<file path="config.mk">
export PLATFORM = sky130hd
export DESIGN_NAME = reg_share_arbiter
export DESIGN_NICKNAME = d
export VERILOG_FILES = /design/src/rtl/reg_share_arbiter.sv
export SDC_FILE = /design/constraint.sdc
export NUM_CORES = 1
export LEC_CHECK = 0
export ABC_AREA = 1
export BUFFER_PORTS_ARGS = -buffer_cell sky130_fd_sc_hd__buf_2
export CAP_MARGIN = 5
export CORE_MARGIN = 2
export CORE_UTILIZATION = 49
export DETAILED_ROUTE_END_ITERATION = 16
export GPL_ROUTABILITY_DRIVEN = 0
export PLACE_DENSITY = 0.78
export SLEW_MARGIN = 20
export SYNTH_ARGS = -nofsm -noshare
export SYNTH_HDL_FRONTEND = slang
export SYNTH_SLANG_ARGS = --single-unit
</file>
<file path="constraint.sdc">
create_clock -name clk -period 2.07 [get_ports clk]
set_input_delay 0.414 -clock clk [delete_from_list [all_inputs] [get_ports clk]]
set_output_delay 0.414 -clock clk [all_outputs]
set_load 0.1 [all_outputs]
</file>
<file path="src/rtl/reg_share_arbiter.sv">
`default_nettype none
// ============================================================================
//  Module      : reg_share_arbiter
//  Description : Round-robin arbiter and write sequencer that shares one
//                W-bit register between N requesters. Each grant lasts up to
//                MAX_HOLD cycles and is followed by a one-cycle turnaround.
//  Revision    : 1.0 - initial release
// ============================================================================
module reg_share_arbiter #(
    parameter int             N         = 4,
    parameter int             W         = 8,
    parameter int             MAX_HOLD  = 4,
    parameter logic [W-1:0]   RESET_VAL = '0
) (
    input  logic                               clk,
    input  logic                               reset,
    input  logic [N-1:0]                       req,
    input  logic [N-1:0]                       we,
    input  logic [N*W-1:0]                     wdata,
    output logic [N-1:0]                       gnt,
    output logic [((N > 1) ? $clog2(N) : 1)-1:0] owner_id,
    output logic                               busy,
    output logic [W-1:0]                       q
);

    localparam int c_id_w   = (N > 1) ? $clog2(N) : 1;
    localparam int c_hold_w = $clog2(MAX_HOLD + 1);

    localparam logic [c_hold_w-1:0] c_hold_one = c_hold_w'(1);
    localparam logic [c_hold_w-1:0] c_hold_max = c_hold_w'(MAX_HOLD);
    localparam logic [c_id_w-1:0]   c_last_rst = c_id_w'(N - 1);
    localparam logic [c_id_w:0]     c_n_ext    = (c_id_w + 1)'(N);
    localparam logic [N-1:0]        c_gnt_one  = N'(1);

    typedef enum logic [1:0] {
        S_IDLE    = 2'd0,
        S_OWN     = 2'd1,
        S_RELEASE = 2'd2
    } state_t;

    // Registered state
    state_t                r_state;
    logic [N-1:0]          r_gnt;
    logic                  r_busy;
    logic [c_id_w-1:0]     r_owner;
    logic [c_id_w-1:0]     r_last;
    logic [c_hold_w-1:0]   r_hold;
    logic [W-1:0]          r_q;

    // Next-state values
    state_t                w_state_nxt;
    logic [N-1:0]          w_gnt_nxt;
    logic                  w_busy_nxt;
    logic [c_id_w-1:0]     w_owner_nxt;
    logic [c_id_w-1:0]     w_last_nxt;
    logic [c_hold_w-1:0]   w_hold_nxt;
    logic [W-1:0]          w_q_nxt;

    // Arbitration results
    logic                  w_pick_found;
    logic [c_id_w-1:0]     w_pick;
    logic [c_id_w:0]       w_cand;

    // Per-requester view of the packed write data
    logic [W-1:0]          w_wdata_arr [N];
    logic [W-1:0]          w_owner_wdata;
    logic                  w_owner_we;
    logic                  w_owner_req;

    generate
        for (genvar i = 0; i < N; i++) begin : g_unpack
            assign w_wdata_arr[i] = wdata[i*W +: W];
        end
    endgenerate

    // Only the current owner's controls ever reach the register.
    assign w_owner_wdata = w_wdata_arr[r_owner];
    assign w_owner_we    = we[r_owner];
    assign w_owner_req   = req[r_owner];

    // Round-robin search starting one past the previous owner, with wrap.
    always_comb begin
        w_pick_found = 1'b0;
        w_pick       = '0;
        w_cand       = '0;
        for (int k = 1; k <= N; k++) begin
            w_cand = {1'b0, r_last} + (c_id_w + 1)'(k);
            if (w_cand >= c_n_ext) begin
                w_cand = w_cand - c_n_ext;
            end
            if (!w_pick_found && req[w_cand[c_id_w-1:0]]) begin
                w_pick_found = 1'b1;
                w_pick       = w_cand[c_id_w-1:0];
            end
        end
    end

    // Next-state, grant and register-write decisions.
    always_comb begin
        w_state_nxt = r_state;
        w_gnt_nxt   = r_gnt;
        w_busy_nxt  = r_busy;
        w_owner_nxt = r_owner;
        w_last_nxt  = r_last;
        w_hold_nxt  = r_hold;
        w_q_nxt     = r_q;

        case (r_state)
            S_IDLE: begin
                if (w_pick_found) begin
                    w_state_nxt = S_OWN;
                    w_gnt_nxt   = c_gnt_one << w_pick;
                    w_busy_nxt  = 1'b1;
                    w_owner_nxt = w_pick;
                    w_last_nxt  = w_pick;
                    w_hold_nxt  = c_hold_one;
                end
            end

            S_OWN: begin
                // The owner may write in every OWN cycle, including the last.
                if (w_owner_we) begin
                    w_q_nxt = w_owner_wdata;
                end
                if (!w_owner_req || (r_hold == c_hold_max)) begin
                    w_state_nxt = S_RELEASE;
                    w_gnt_nxt   = '0;
                    w_busy_nxt  = 1'b0;
                    w_hold_nxt  = '0;
                end else begin
                    w_hold_nxt  = r_hold + c_hold_one;
                end
            end

            S_RELEASE: begin
                // Turnaround cycle: no grant can be issued here.
                w_state_nxt = S_IDLE;
            end

            default: begin
                w_state_nxt = S_IDLE;
                w_gnt_nxt   = '0;
                w_busy_nxt  = 1'b0;
                w_hold_nxt  = '0;
            end
        endcase
    end

    // FSM state register.
    always_ff @(posedge clk or negedge reset) begin
        if (!reset) begin
            r_state <= S_IDLE;
        end else begin
            r_state <= w_state_nxt;
        end
    end

    // Grant, pointer, hold counter and shared register.
    always_ff @(posedge clk or negedge reset) begin
        if (!reset) begin
            r_gnt   <= '0;
            r_busy  <= 1'b0;
            r_owner <= '0;
            r_last  <= c_last_rst;
            r_hold  <= '0;
            r_q     <= RESET_VAL;
        end else begin
            r_gnt   <= w_gnt_nxt;
            r_busy  <= w_busy_nxt;
            r_owner <= w_owner_nxt;
            r_last  <= w_last_nxt;
            r_hold  <= w_hold_nxt;
            r_q     <= w_q_nxt;
        end
    end

    assign gnt      = r_gnt;
    assign busy     = r_busy;
    assign owner_id = r_owner;
    assign q        = r_q;

endmodule
`default_nettype wire

</file>
* Word-level counts from Yosys, hierarchy flattened *
Cells that the tools add are included.

storage, ports and cells
  flip-flop bits (word level) = 22
  bits of input ports = 42
  output and inout port bits = 15
  word-level logic and storage cells = 87

cells by class
  add/subtract/negate cells = 9
  $lt $le $gt $ge = 10
  equal/unequal tests = 5
  shift operators = 1
  mux-type cells = 39
  bitwise operators = 2
  reductions and logical operators = 14

operator list
  operator                                                               number
  2-bit 2-to-1 mux                                                       10
  8-bit binary-select mux with 2-bit select                              1
  8-bit 2-to-1 mux                                                       2
  3-bit greater-or-equal comparator (second input constant)              5
  2-bit by 3-bit < comparator with 1-bit output (second input constant)  5
  1-bit binary-select mux with 2-bit select                              6
  1-bit 2-to-1 mux                                                       12
  4-bit case mux with 3 select lines                                     1
  3-bit case mux with 3 select lines                                     1
  4-bit 2-to-1 mux                                                       2
  2-bit AND reduction                                                    4
  2-bit by 1-bit subtractor with 2-bit output (second input constant)    4
  2-bit by 2-bit adder with 3-bit output (second input constant)         2
  3-bit 2-to-1 mux                                                       2
  1-bit logical NOT                                                      4
  2-bit inequality test (second input constant)                          2
  2-bit case mux with 2 select lines                                     1
  1-bit by 2-bit << shifter with 4-bit output (first input constant)     1
  2-bit by 1-bit adder with 3-bit output (second input constant)         1
  2-bit by 3-bit adder with 3-bit output (second input constant)         1
  3-bit by 1-bit adder with 3-bit output (second input constant)         1
  3-bit equality test (second input constant)                            1
  1-bit logical AND                                                      3
  2-bit inverter with 3-bit output                                       1
  other kinds (7)                                                        7

* Longest topological paths before layout *
Gate-level depths: netlist of run 1.

  depth after elaboration = 18
  depth in mapped cells = 13
  mapped depth without buffers = 12

* Worst setup path before layout of run 1 *
OpenSTA, ideal clock, no wires.

  kind = reg-to-reg
  start point = register r_owner[1] (netlist: owner_id[1])
  end point = register r_q[0] (netlist: q[0])
  setup time = 0.128 ns
  arrival = 1.954 ns
  required time = 1.942 ns
  path slack = -0.012 ns
  stages on the path, launching flop included = 6
  buffers on the path = 1
  clock period less this slack = 2.082 ns
  path through = dfrtp_1 buf_2 o21ai_0 o22ai_1 nand2_2 mux2_1

on the way
  word-level cells in the longest chain between the ends = 4
  elaborated cells between the ends (all ways) = 7
  those cells by class = mux: 5; bitwise: 1; reduce/logical: 1

RTL lines
  item                                                    line  RTL
  start, declared                                         45    logic [c_id_w-1:0] r_owner;
  start signal, assigned                                  170   r_owner <= w_owner_nxt;
  2-bit inverter with 3-bit output (implied by the code)  77    assign w_owner_wdata = w_wdata_arr[r_owner];
  8-bit binary-select mux with 2-bit select               77
  8-bit 2-to-1 mux (implied by the code) (2 in series)    77
  end signal, assigned                                    173   r_q <= w_q_nxt;
  end, declared                                           48    logic [W-1:0] r_q;

Parallel ways exist; a longest one is shown, timed or not. The select of a mux whose other input is x is not followed.
A chain may end at the register's enable or synchronous reset.

* Worst setup path after layout of run 1 *
  start point = register r_owner[0] (netlist: owner_id[0])
  end point = output port owner_id[0] (netlist name)

RTL lines
  item           line  RTL
  end, declared  21    output logic [((N > 1) ? $clog2(N) : 1)-1:0] owner_id,

No word-level cell between the ends.

==> impl.org, run 1 <==
** Status
- The flow ran to the end, and the final reports show no timing, DRC or antenna violations.

** Clock tree
- Number of hold buffers added after CTS :: 0
- Total number of H-tree levels :: 1
- The root buffer cell chosen for the clock tree is clkbuf_4.
- Gates resized during post-CTS repair numbered 0.
- The clock reaches the later pin of the worst-skew pair after 0.30 ns.
- Maximum clock insertion buffer count :: 2
- Total clock buffers created by CTS :: 3
- Clock tree synthesis found a total of 22 sinks.
- TritonCTS built the clock tree.
- Clock-pin slew was measured on the worst setup and hold paths at around 0.12 ns.
- The number of setup buffers added after CTS is 0.

** Global route
- Overflow left after global routing :: 0
- Entering global routing, the biggest net connects 23 pins.
- Vias in the first global route :: approximately 1,300
- Initial antenna violation count :: 0
- Tot GR Track Use :: 0.198
- The first global-routing pass estimated between 5000 and 6000 um of wire.

** Setup path
- The worst register-to-register path has a setup slack of roughly 0.36 ns.
- Worst flop-to-flop path startpoint :: r_last[0]$_DFFE_PN1P_
- Data on the critical path is required at its endpoint by approximately 1.7 ns.
- Measured in cells, the most critical reg-to-reg path has a length of 11.
- The worst setup path is launched from a register.
- Worst-path fanout max :: 21
- R2R Path End :: owner_id[1]$_DFFE_PN0P_
- CP Launch Point :: owner_id[0]$_DFFE_PN0P_
- Worst setup path class :: register to output pin
- CP Capture Point :: owner_id[0]
- Critical Path Sink Type :: output pin
- Worst path arrival time :: around 1.3 ns

** Logic synthesis
- Cell area after technology mapping :: 1520 um2
- Synthesis produced 202 cells.
- Yosys warning count :: 0
- Most used DFF post-synth :: dfrtp_1
- Of the synthesized area, sequential elements account for 0.363.
- Counting flops and latches in the post-synthesis netlist gives 22.
- Yosys mapped a number of flops with a built-in enable equal to 0.
- Library cells used by synthesis :: 29
- Post-synthesis async set-or-reset flop share :: 1.00
- A synthesized cell averages 7.54 um2.
- Net count of the mapped netlist :: between 200 and 250

** Run
- Max-cap violations in this run came to 0.

** Final layout
- Utilization after layout :: 0.621
- Filler cells :: 279
- Fraction of layout instances using a drive strength above 1 :: 0.353
- Layout overhead on the synthesized area :: 22.3%
- 0 antenna diodes ended up in the layout.
- Most frequent standard cell in the layout excluding fill and tap cells :: buf_2
- Commonest cells after routing, fill and taps aside :: buf_2, nand2_1, nor2_1, o21ai_0, dfrtp_1
- After the last flow step, the layout net total stands at roughly 300.

** Timing
- On the final layout, the worst clock skew is between 0.002 and 0.003 ns.
- The worst path in the final design needs a cycle of 1.75 ns, including I/O delays and setup.
- Number of max-slew violations in the final report :: 0
- Final setup violation count :: 0
- Setup repair after global routing left no endpoint under its margin.
- Measured against its own limit, the worst slew margin works out to 0.664.
- Hold Vio Cnt, Final :: 0
- For the final routed database, the setup TNS stands at 0 ns.
- For the pin with the worst max-slew slack, the measured transition is about 0.50 ns.
- Timing-limited maximum frequency :: roughly 570 MHz
- Dividing the final minimum period by the clock period gives 0.847.

** Floorplan
- In this run the vertical extent of the chip is around 60 um.
- The initial utilization of the core area, before any placement, comes to 0.508.
- In this run the standard cell core region covers 3000 um2.
- Floorplan row count :: 20
- Top Ports :: between 50 and 60
- Area of the die :: 3570 um2
- Die W :: between 50 and 60 um

** Drt
- Wire length after detailed routing :: 3430 um
- Remaining routing DRC violations :: 0
- 1st-pass router iterations :: 4
- DRC marker count from the first detailed-route iteration :: 151
- DR WL/cell :: about 12 um
- Number of nets with antenna violations after detailed routing :: 0
- Across all layers, the routed design uses ~1,500 vias.
- Dividing the detail-routed via count by the number of cells gives 5.17.

** Place
- Detailed placement finished with a half-perimeter wire length of 2680 um.
- Count of buffers from port buffering :: 56

** Min path
- Type of the most critical hold path :: input port to async pin
layout make-up:
class                   instances  area [um2]  area share
repair buffers                 59         303       0.162
multi-input cells             153         847       0.454
clock buffers                   4        36.3      0.0195
flip-flops and latches         22         554       0.297
inverters                      20        82.6      0.0443
well taps                      33        41.3      0.0221
synthesized netlist by cell type, types with 4 or more instances:
cell type  count  area (um2)
nand2_1       48         180
nor2_1        23        86.3
dfrtp_1       20         500
o21ai_0       20         100
inv_1         14        52.6
nand2_2       10        62.6
o22ai_1        9        56.3
mux2_1         8        90.1
nand3_1        8        40.0
buf_2          6        30.0
o21ai_1        5        25.0
nand2_4        4        45.0
nand4_1        4        25.0
worst min-delay path by stage:
stage	startpoint	to	slack [ns]	cells after the start
after floorplan	reset	busy$_DFFE_PN0P_	0.12	0
after global placement	reset	owner_id[0]$_DFFE_PN0P_	0.41	1
after detailed placement	reset	owner_id[0]$_DFFE_PN0P_	0.41	1
after CTS	reset	r_hold[0]$_DFFE_PN0P_	0.07	1
after global routing	reset	r_state[0]$_DFFE_PN0P_	0.09	1
final	reset	gnt[3]$_DFFE_PN0P_	0.06	1
metal layers:
layer	routed length, um	GRT usage
met5	0	0
met4	33	0.0540
met3	209	0.0325
met2	1510	0.320
met1	1680	0.276
logic make-up (layout without fill, tap and decap cells):
family | count (synthesis) | in the layout | synth area share
buffers and inverters | 27 | 83 | 0.0813
flip-flops | 22 | 22 | 0.363
adder cells (fa/ha/maj) | 2 | 2 | 0.0164
multiplexers | 8 | 8 | 0.0591
AO/OA/AOI/OAI | 38 | 38 | 0.135
AND/OR/NAND/NOR | 104 | 104 | 0.340
XOR/XNOR | 1 | 1 | 0.00575
sequential cells by signal, summed over array words and instances, names as in the netlist:
signal and count:
r_hold 3, q 8, busy 1, gnt 4, r_last 2, owner_id 2, r_state 2
worst max-delay path, stage by stage, from the launching register on:
cell and delay, ns:
dfrtp_1 0.36, buf_4 0.21, buf_2 0.46
stage by stage:
step / hold WS (ns) / cell area [um2] / cells / worst slack [ns]
after detailed placement: 0.408 / 1830 / 287 / 0.373
after CTS: 0.0723 / 1860 / 291 / 0.312
after global placement: 0.406 / 1830 / 287 / 0.390
after global routing: 0.0865 / 1860 / 291 / 0.185
final: 0.0586 / 1860 / 291 / 0.317
after floorplan: 0.118 / 1530 / 202 / 0.0456
Power of run 1 is left out: the tool's default activity adds up to more than one toggle a clock period on the data nets, which glitch-free logic cannot reach.
==> run 2, diff against run 1 <==
==> constraint.sdc (replaced) <==
create_clock -name clk -period 1.7 [get_ports clk]
set_input_delay 0.34 -clock clk [delete_from_list [all_inputs] [get_ports clk]]
set_output_delay 0.34 -clock clk [all_outputs]
set_load 0.1 [all_outputs]
==> run 2 against run 1 <==
Wire length increased by 14%. First-iteration DRC count shrank 46%. Global-route usage is 0.17 points lower. Largest cell class unchanged. Non-clock buffer count is 10 higher. Clock skew grew 0.0011 ns. Highest routed layer unchanged. Critical path type is now register to register.
==> impl.org, run 2 (same netlist as run 1, synthesis figures left out) <==
** Timing
- Timing-limited maximum frequency :: between 500 and 600 MHz
- Of the available clock period, the critical path in the final layout requires 0.989.
- Post-Route Hold Slack :: 0.407 ns (+0.348 ns)
- The relative slew slack is 0.671 (+0.00723).
- Setup repair after global routing could not meet its margin everywhere.
- Counting I/O delays and the setup requirement, the final critical path takes ~1.7 ns.
- The total count of max-transition violations in the final report came to 0 (unchanged).
- The final clock skew was 0.00399 ns (+0.00111 ns).
- Transition time at the pin with the least slew margin :: 0.493 ns (-0.0108 ns)
- Final setup violation count :: 0 (unchanged)
- The hold violation count in the final report is 0 (unchanged).

** Place
- Placed Cells :: 290 (+1.0%)
- Detailed Place HPWL :: 2700 um (+0.84%)
- Count of buffers from port buffering :: 56 (unchanged)

** Setup path
- The worst path arrival time was 1.88 ns (+0.54 ns).
- Depth of the worst register-to-register path :: 5 (-6)
- The critical path data required time was 1.90 ns (+0.24 ns).
- The worst setup slack for register-to-register paths is 0.02 ns (-0.34 ns).
- The worst setup path is of the register to register kind.
- The worst register-to-register path ends at q[1]$_DFFE_PN0P_.
- CP Launch Point :: owner_id[1]$_DFFE_PN0P_
- The peak fanout along the critical path is 8 (-62%).
- In this run the critical register-to-register path is launched from owner_id[1]$_DFFE_PN0P_.
- The worst setup path is launched from a register.
- STA classifies the critical path endpoint as a register.

** Global route
- Global-route wire length before repair :: 5380 um (-2.0%)
- Tot GR Track Use :: 0.197 (-0.00171)
- After global routing, the most crowded layer is met2.
- Overflow left after global routing :: 0 (unchanged)
- The met3 capacity usage during global routing is 0.0281 (-0.00433).
- The global-route track usage on met2 came to 0.311 (-0.00932).
- Pin count of the biggest net entering global routing :: 23 (unchanged)
- Met1 layer usage reported by global route :: 0.279 (+0.00260)
- The initial antenna violation count was 0 (unchanged).
- Vias in the first global route :: 1,248 (-3.2%)

** Drt
- Remaining routing DRC violations :: 0 (unchanged)
- The ratio of routed vias to standard cells came to 5.21 (+0.73%).
- The detailed-route wire length per cell is 13.0 um (+11%).
- The DRC violation total after the first TritonRoute iteration came to 81 (-46%).
- The total length of routed wires came to 3930 um (+14%).
- The total number of vias is 1,567 (+4.2%).
- Number of nets with antenna violations after detailed routing :: 0 (unchanged)
- 1st-pass router iterations :: 4 (unchanged)

** Floorplan
- Top Ports :: 57 (unchanged)
- The height of the die came to 59.8 um (unchanged).
- The standard-cell row count is 20 (unchanged).
- Die W :: 59.8 um (unchanged)
- The starting density of the core came to 0.508 (unchanged).
- Area of the die :: 3570 um2 (unchanged)
- The floorplan core area came to 3000 um2 (unchanged).

** Final layout
- Count of inserted antenna diode cells :: 0 (unchanged)
- The fraction of final layout cells sized beyond drive strength 1 is 0.429 (+0.0764).
- Layout overhead on the synthesized area :: 35.8%
- Most frequent standard cell in the layout excluding fill and tap cells :: buf_2
- The flip-flop count of the largest register after layout came to 8 (unchanged).
- The layout filler cell count was 249 (-11%).
- Count of nets after finishing :: 313 (+3.3%)
- Final non-filler cell total :: 301 (+3.4%)
- Leaving out fill and tap cells, the most frequent cells in the layout are buf_2, nand2_1, nor2_1, o21ai_0, dfrtp_1.

** Min path
- The path with the worst hold slack has its endpoint at q[7]$_DFFE_PN0P_.
- In this run the worst hold path is classified as input port to register.
- Min-Delay Startpoint :: wdata[7]
- Worst hold path stage count :: 4

** Clock tree
- Clock Latency Late Sink :: 0.30 ns (about the same)
- Total number of H-tree levels :: 1 (unchanged)
- Clock-pin slew on the worst setup and hold paths :: 0.12 ns (about the same)
- Clock net sink count :: 22 (unchanged)
- CTS tree :: built
- Clock Tree Root :: clkbuf_4
- The total CTS buffers was 3 (unchanged).
- The buffer levels on the longest clock path is 2 (unchanged).

** Run
- The count of maximum capacitance violations came to 0 (unchanged).

** Status
- Result of the run :: complete, no violations
## run 2: cell count changes in the layout (fill, tap and decap cells not counted), moves of 2 or more
| cell | delta |
|---|---|
| buf_12 | +2 |
| nand2_1 | -11 |
| nand2_2 | +2 |
| buf_4 | +8 |
| nand2_4 | +9 |
| nand3_1 | -2 |
| dfrtp_4 | +2 |
## run 2: how the worst max path moves through the flow
| stage | endpoint | slack [ns] | cells past startpoint |
|---|---|---|---|
| 2_1_floorplan | q[0]$_DFFE_PN0P_ | 0.01 | 6 |
| 3_3_place_gp | owner_id[1]$_DFFE_PN0P_ | 0.04 | 11 |
| 3_5_place_dp | owner_id[1]$_DFFE_PN0P_ | 0.03 | 11 |
| 4_1_cts | owner_id[0]$_DFFE_PN0P_ | 0.02 | 11 |
| 5_1_grt | owner_id[0]$_DFFE_PN0P_ | -0.07 | 12 |
| 6_report | q[1]$_DFFE_PN0P_ | 0.02 | 5 |
## run 2: layer usage
metal  vias to the layer above  share of wire
li1                        794              -
met1                       704           0.44
met2                        59           0.48
met3                        10          0.062
met4                         0          0.020
met5                         -              0
## run 2: final cells by class
type	instances	area [um2]	area share
multi-input cells	153	946	0.457
repair buffers	69	408	0.197
well taps	33	41.3	0.0200
inverters	20	87.6	0.0423
flip-flops and latches	22	561	0.271
clock buffers	4	26.3	0.0127
## run 2: critical path, cell delays in order, from the launching register on
cell     delay (ns)
dfrtp_4        0.54
inv_1          0.15
o21ai_0        0.13
o22ai_1        0.20
nand2_2        0.20
mux2_1         0.36
## run 2: repair_timing
| action | 4_1_cts | 5_1_grt |
|---|---|---|
| setup endpoints to repair | 0 | 12 |
| hold endpoints to repair | 20 | 0 |
| resized for setup | 0 | 29 |
| setup buffers | 0 | 6 |
| hold buffers | 1 | 0 |
## run 2: stage by stage
stage,util,worst slack (ns),TNS [ns],area [um2]
6_report,0.689,0.0185,0,2070
5_1_grt,0.689,-0.0734,-0.487,2070
4_1_cts,0.635,0.0165,0,1910
3_5_place_dp,0.623,0.0320,0,1870
3_3_place_gp,0.623,0.0405,0,1870
2_1_floorplan,-,0.0107,0,1530
Power of run 2 is left out for the same reason.
==> run 3, diff against run 2 <==
--- a/config.mk
+++ b/config.mk
@@ -13,6 +13,7 @@
 export DETAILED_ROUTE_END_ITERATION = 16
 export GPL_ROUTABILITY_DRIVEN = 0
 export PLACE_DENSITY = 0.78
+export REMOVE_ABC_BUFFERS = 1
 export SLEW_MARGIN = 20
 export SYNTH_ARGS = -nofsm -noshare
 export SYNTH_HDL_FRONTEND = slang
==> run 3 against run 2 <==
Sequential share of layout area down 0.65 points. Global-route usage up 0.89 points. Critical path depth up 5. Cell count up 1.0%. Setup slack better by 0.012 ns. Clock skew up 0.0043 ns. Utilization up 0.75 points. Final area up 1.1%. First-iteration DRC count down 30%. Register-to-register slack about the same. Fmax up 0.71%.
==> impl.org, run 3 (same netlist as run 1, synthesis figures left out) <==
** Status
- Result of the run :: complete, no violations

** Drt
- The number of remaining DRC errors came to 0 (unchanged).
- Routed via count divided by cell count :: 5.24 (+0.72%)
- The first-pass detailed-route iteration total is 4 (unchanged).
- DRC marker count from the first detailed-route iteration :: 57 (-30%)
- The total number of vias is 1,594 (+1.7%).
- Number of nets with antenna violations after detailed routing :: 0 (unchanged)
- DR WL/cell :: 13.1 um (+0.22%)
- The total length of routed wires was 3980 um (+1.2%).

** Setup path
- The depth of the worst register-to-register path is 10 (+5).
- The peak fanout along the critical path was 6 (-2).
- The critical path data required time is 1.91 ns (about the same).
- Startpoint class of the critical path :: register
- Worst setup path class :: register to register
- Critical Path Sink Type :: register
- Worst path arrival time :: 1.88 ns (about the same)

** Timing
- The hold violation count in the final report was 0 (unchanged).
- Worst clock skew :: 0.00828 ns (+0.00429 ns)
- Worst slew margin relative to its limit :: 0.671 (about the same)
- Timing-limited maximum frequency :: 599 MHz (+0.71%)
- Setup repair after global routing could not meet its margin everywhere.
- Final setup violation count :: 0 (unchanged)
- The transition time at the pin with the least slew margin is 0.493 ns (+0.000260 ns).
- Final period demand of the worst path :: 1.67 ns (-0.0119 ns)
- The post-route clock period utilization was 0.982 (-0.00701).
- The total count of max-transition violations in the final report is 0 (unchanged).

** Floorplan
- Area of the die :: 3570 um2 (unchanged)
- The height of the die is 59.8 um (unchanged).
- Initial core utilization :: 0.508 (unchanged)
- Floorplan row count :: 20 (unchanged)
- The I/O pin count is 57 (unchanged).
- Core region area :: 3000 um2 (unchanged)
- The die span in x came to 59.8 um (unchanged).

** Min path
- Worst hold path stage count :: 4 (unchanged)
- The path class of the tightest hold or removal check is input port to register.

** Global route
- Initial antenna violation count :: 0 (unchanged)
- The total routing usage reported by global routing came to 0.206 (+0.00895).
- The pin count of the biggest net entering global routing was 23 (unchanged).
- The first-pass GRT wire length was 5590 um (+3.8%).
- The total congestion overflow after global routing was 0 (unchanged).
- The via count of the first global-routing pass was 1,309 (+4.9%).

** Clock tree
- CTS tree :: built
- Clock Latency Late Sink :: 0.31 ns (about the same)
- The clock edge transition at the registers on the reported setup and hold paths is 0.13 ns (about the same).
- Total number of H-tree levels :: 1 (unchanged)
- The number of clock sinks seen by CTS was 22 (unchanged).
- Maximum clock insertion buffer count :: 2 (unchanged)
- Total clock buffers created by CTS :: 3 (unchanged)
- Clock Tree Root :: clkbuf_4

** Place
- Detailed Place HPWL :: 2810 um (+4.0%)
- Placed Cells :: 290 (unchanged)
- The number of port buffers was 56 (unchanged).

** Final layout
- Count of nets after finishing :: 316 (+0.96%)
- The area growth from synthesis to layout is 37.3%.
- In the layout the commonest cells are buf_2, nand2_1, nor2_1, o21ai_0, dfrtp_1.
- Leaving out fill and tap cells, the most frequent cell in the layout is buf_2.
- Filler cells :: 229 (-8.0%)
- The count of antenna diodes in the layout is 0 (unchanged).
- The count of non-filler cells in the finished layout was 304 (+1.0%).
- The fraction of final layout cells sized beyond drive strength 1 was 0.428 (-0.00106).
- The flip-flop count of the largest register after layout came to 8 (unchanged).

** Run
- Number of max-cap violations :: 0 (unchanged)
-- run 3: cell types whose count changed in the layout (fill, tap and decap cells not counted), moves of 2 or more --
cell / previous run / this run
buf_4: 11 / 13
dfrtp_4: 2 / 0
nand2_2: 12 / 10
nand2_1: 37 / 39
dfrtp_1: 18 / 20
-- run 3: final cells by class --
| type | instances | area [um2] | share of cell area |
|---|---|---|---|
| tap | 33 | 41.3 | 0.0197 |
| clock buffer | 4 | 36.3 | 0.0173 |
| inverter | 20 | 90.1 | 0.0431 |
| multi-input combinational | 153 | 928 | 0.444 |
| timing repair buffer | 72 | 443 | 0.212 |
| sequential | 22 | 553 | 0.264 |
-- run 3: metal layers --
metal	GRT usage	share of wire
met5	0	0
met4	0.0190	0.0030
met3	0.0498	0.068
met2	0.374	0.49
met1	0.254	0.44
-- run 3: critical path, cell delays in order (launching register included) --
cell,delay [ns]
dfstp_2,0.58
buf_2,0.17
nand2_1,0.11
nand2_1,0.11
nor2_2,0.04
nor2_2,0.15
nand3_4,0.12
nand2_4,0.11
inv_4,0.05
nand2_1,0.08
o21ai_1,0.06
-- run 3: per-stage QoR --
stage                     hold slack [ns]  utilization  cell area, um2  setup WS (ns)  TNS (ns)
final                               0.401        0.697            2090         0.0304         0
after floorplan                    0.0444            -            1480         -0.893    -14.59
after CTS                           0.398        0.637            1910        0.00578         0
after global placement              0.329        0.621            1860         0.0825         0
after global routing                0.415        0.697            2090        -0.0656    -0.336
after detailed placement            0.328        0.621            1860         0.0321         0
-- run 3: final timing paths --
kind                                                end  slack (ns)             startpoint
worst min register to register       gnt[2]$_DFFE_PN0P_        0.50     gnt[2]$_DFFE_PN0P_
worst max-delay path            owner_id[0]$_DFFE_PN0P_        0.03  r_last[0]$_DFFE_PN1P_
max in group asynchronous         r_last[0]$_DFFE_PN1P_        0.82                  reset
worst max register to register  owner_id[0]$_DFFE_PN0P_        0.03  r_last[0]$_DFFE_PN1P_
worst min-delay path                   q[2]$_DFFE_PN0P_        0.40               wdata[2]
min in group asynchronous         r_hold[2]$_DFFE_PN0P_        0.51                  reset
-- run 3: what timing repair did --
item                                   4_1_cts  5_1_grt
endpoints found under the hold margin       20        0
resized for setup                            1       27
setup endpoints to repair                    1       18
gates cloned                                 0        0
hold buffers                                 1        0
buffers inserted                             0        9
pin swaps                                    0       14
Power of run 3 is left out for the same reason.
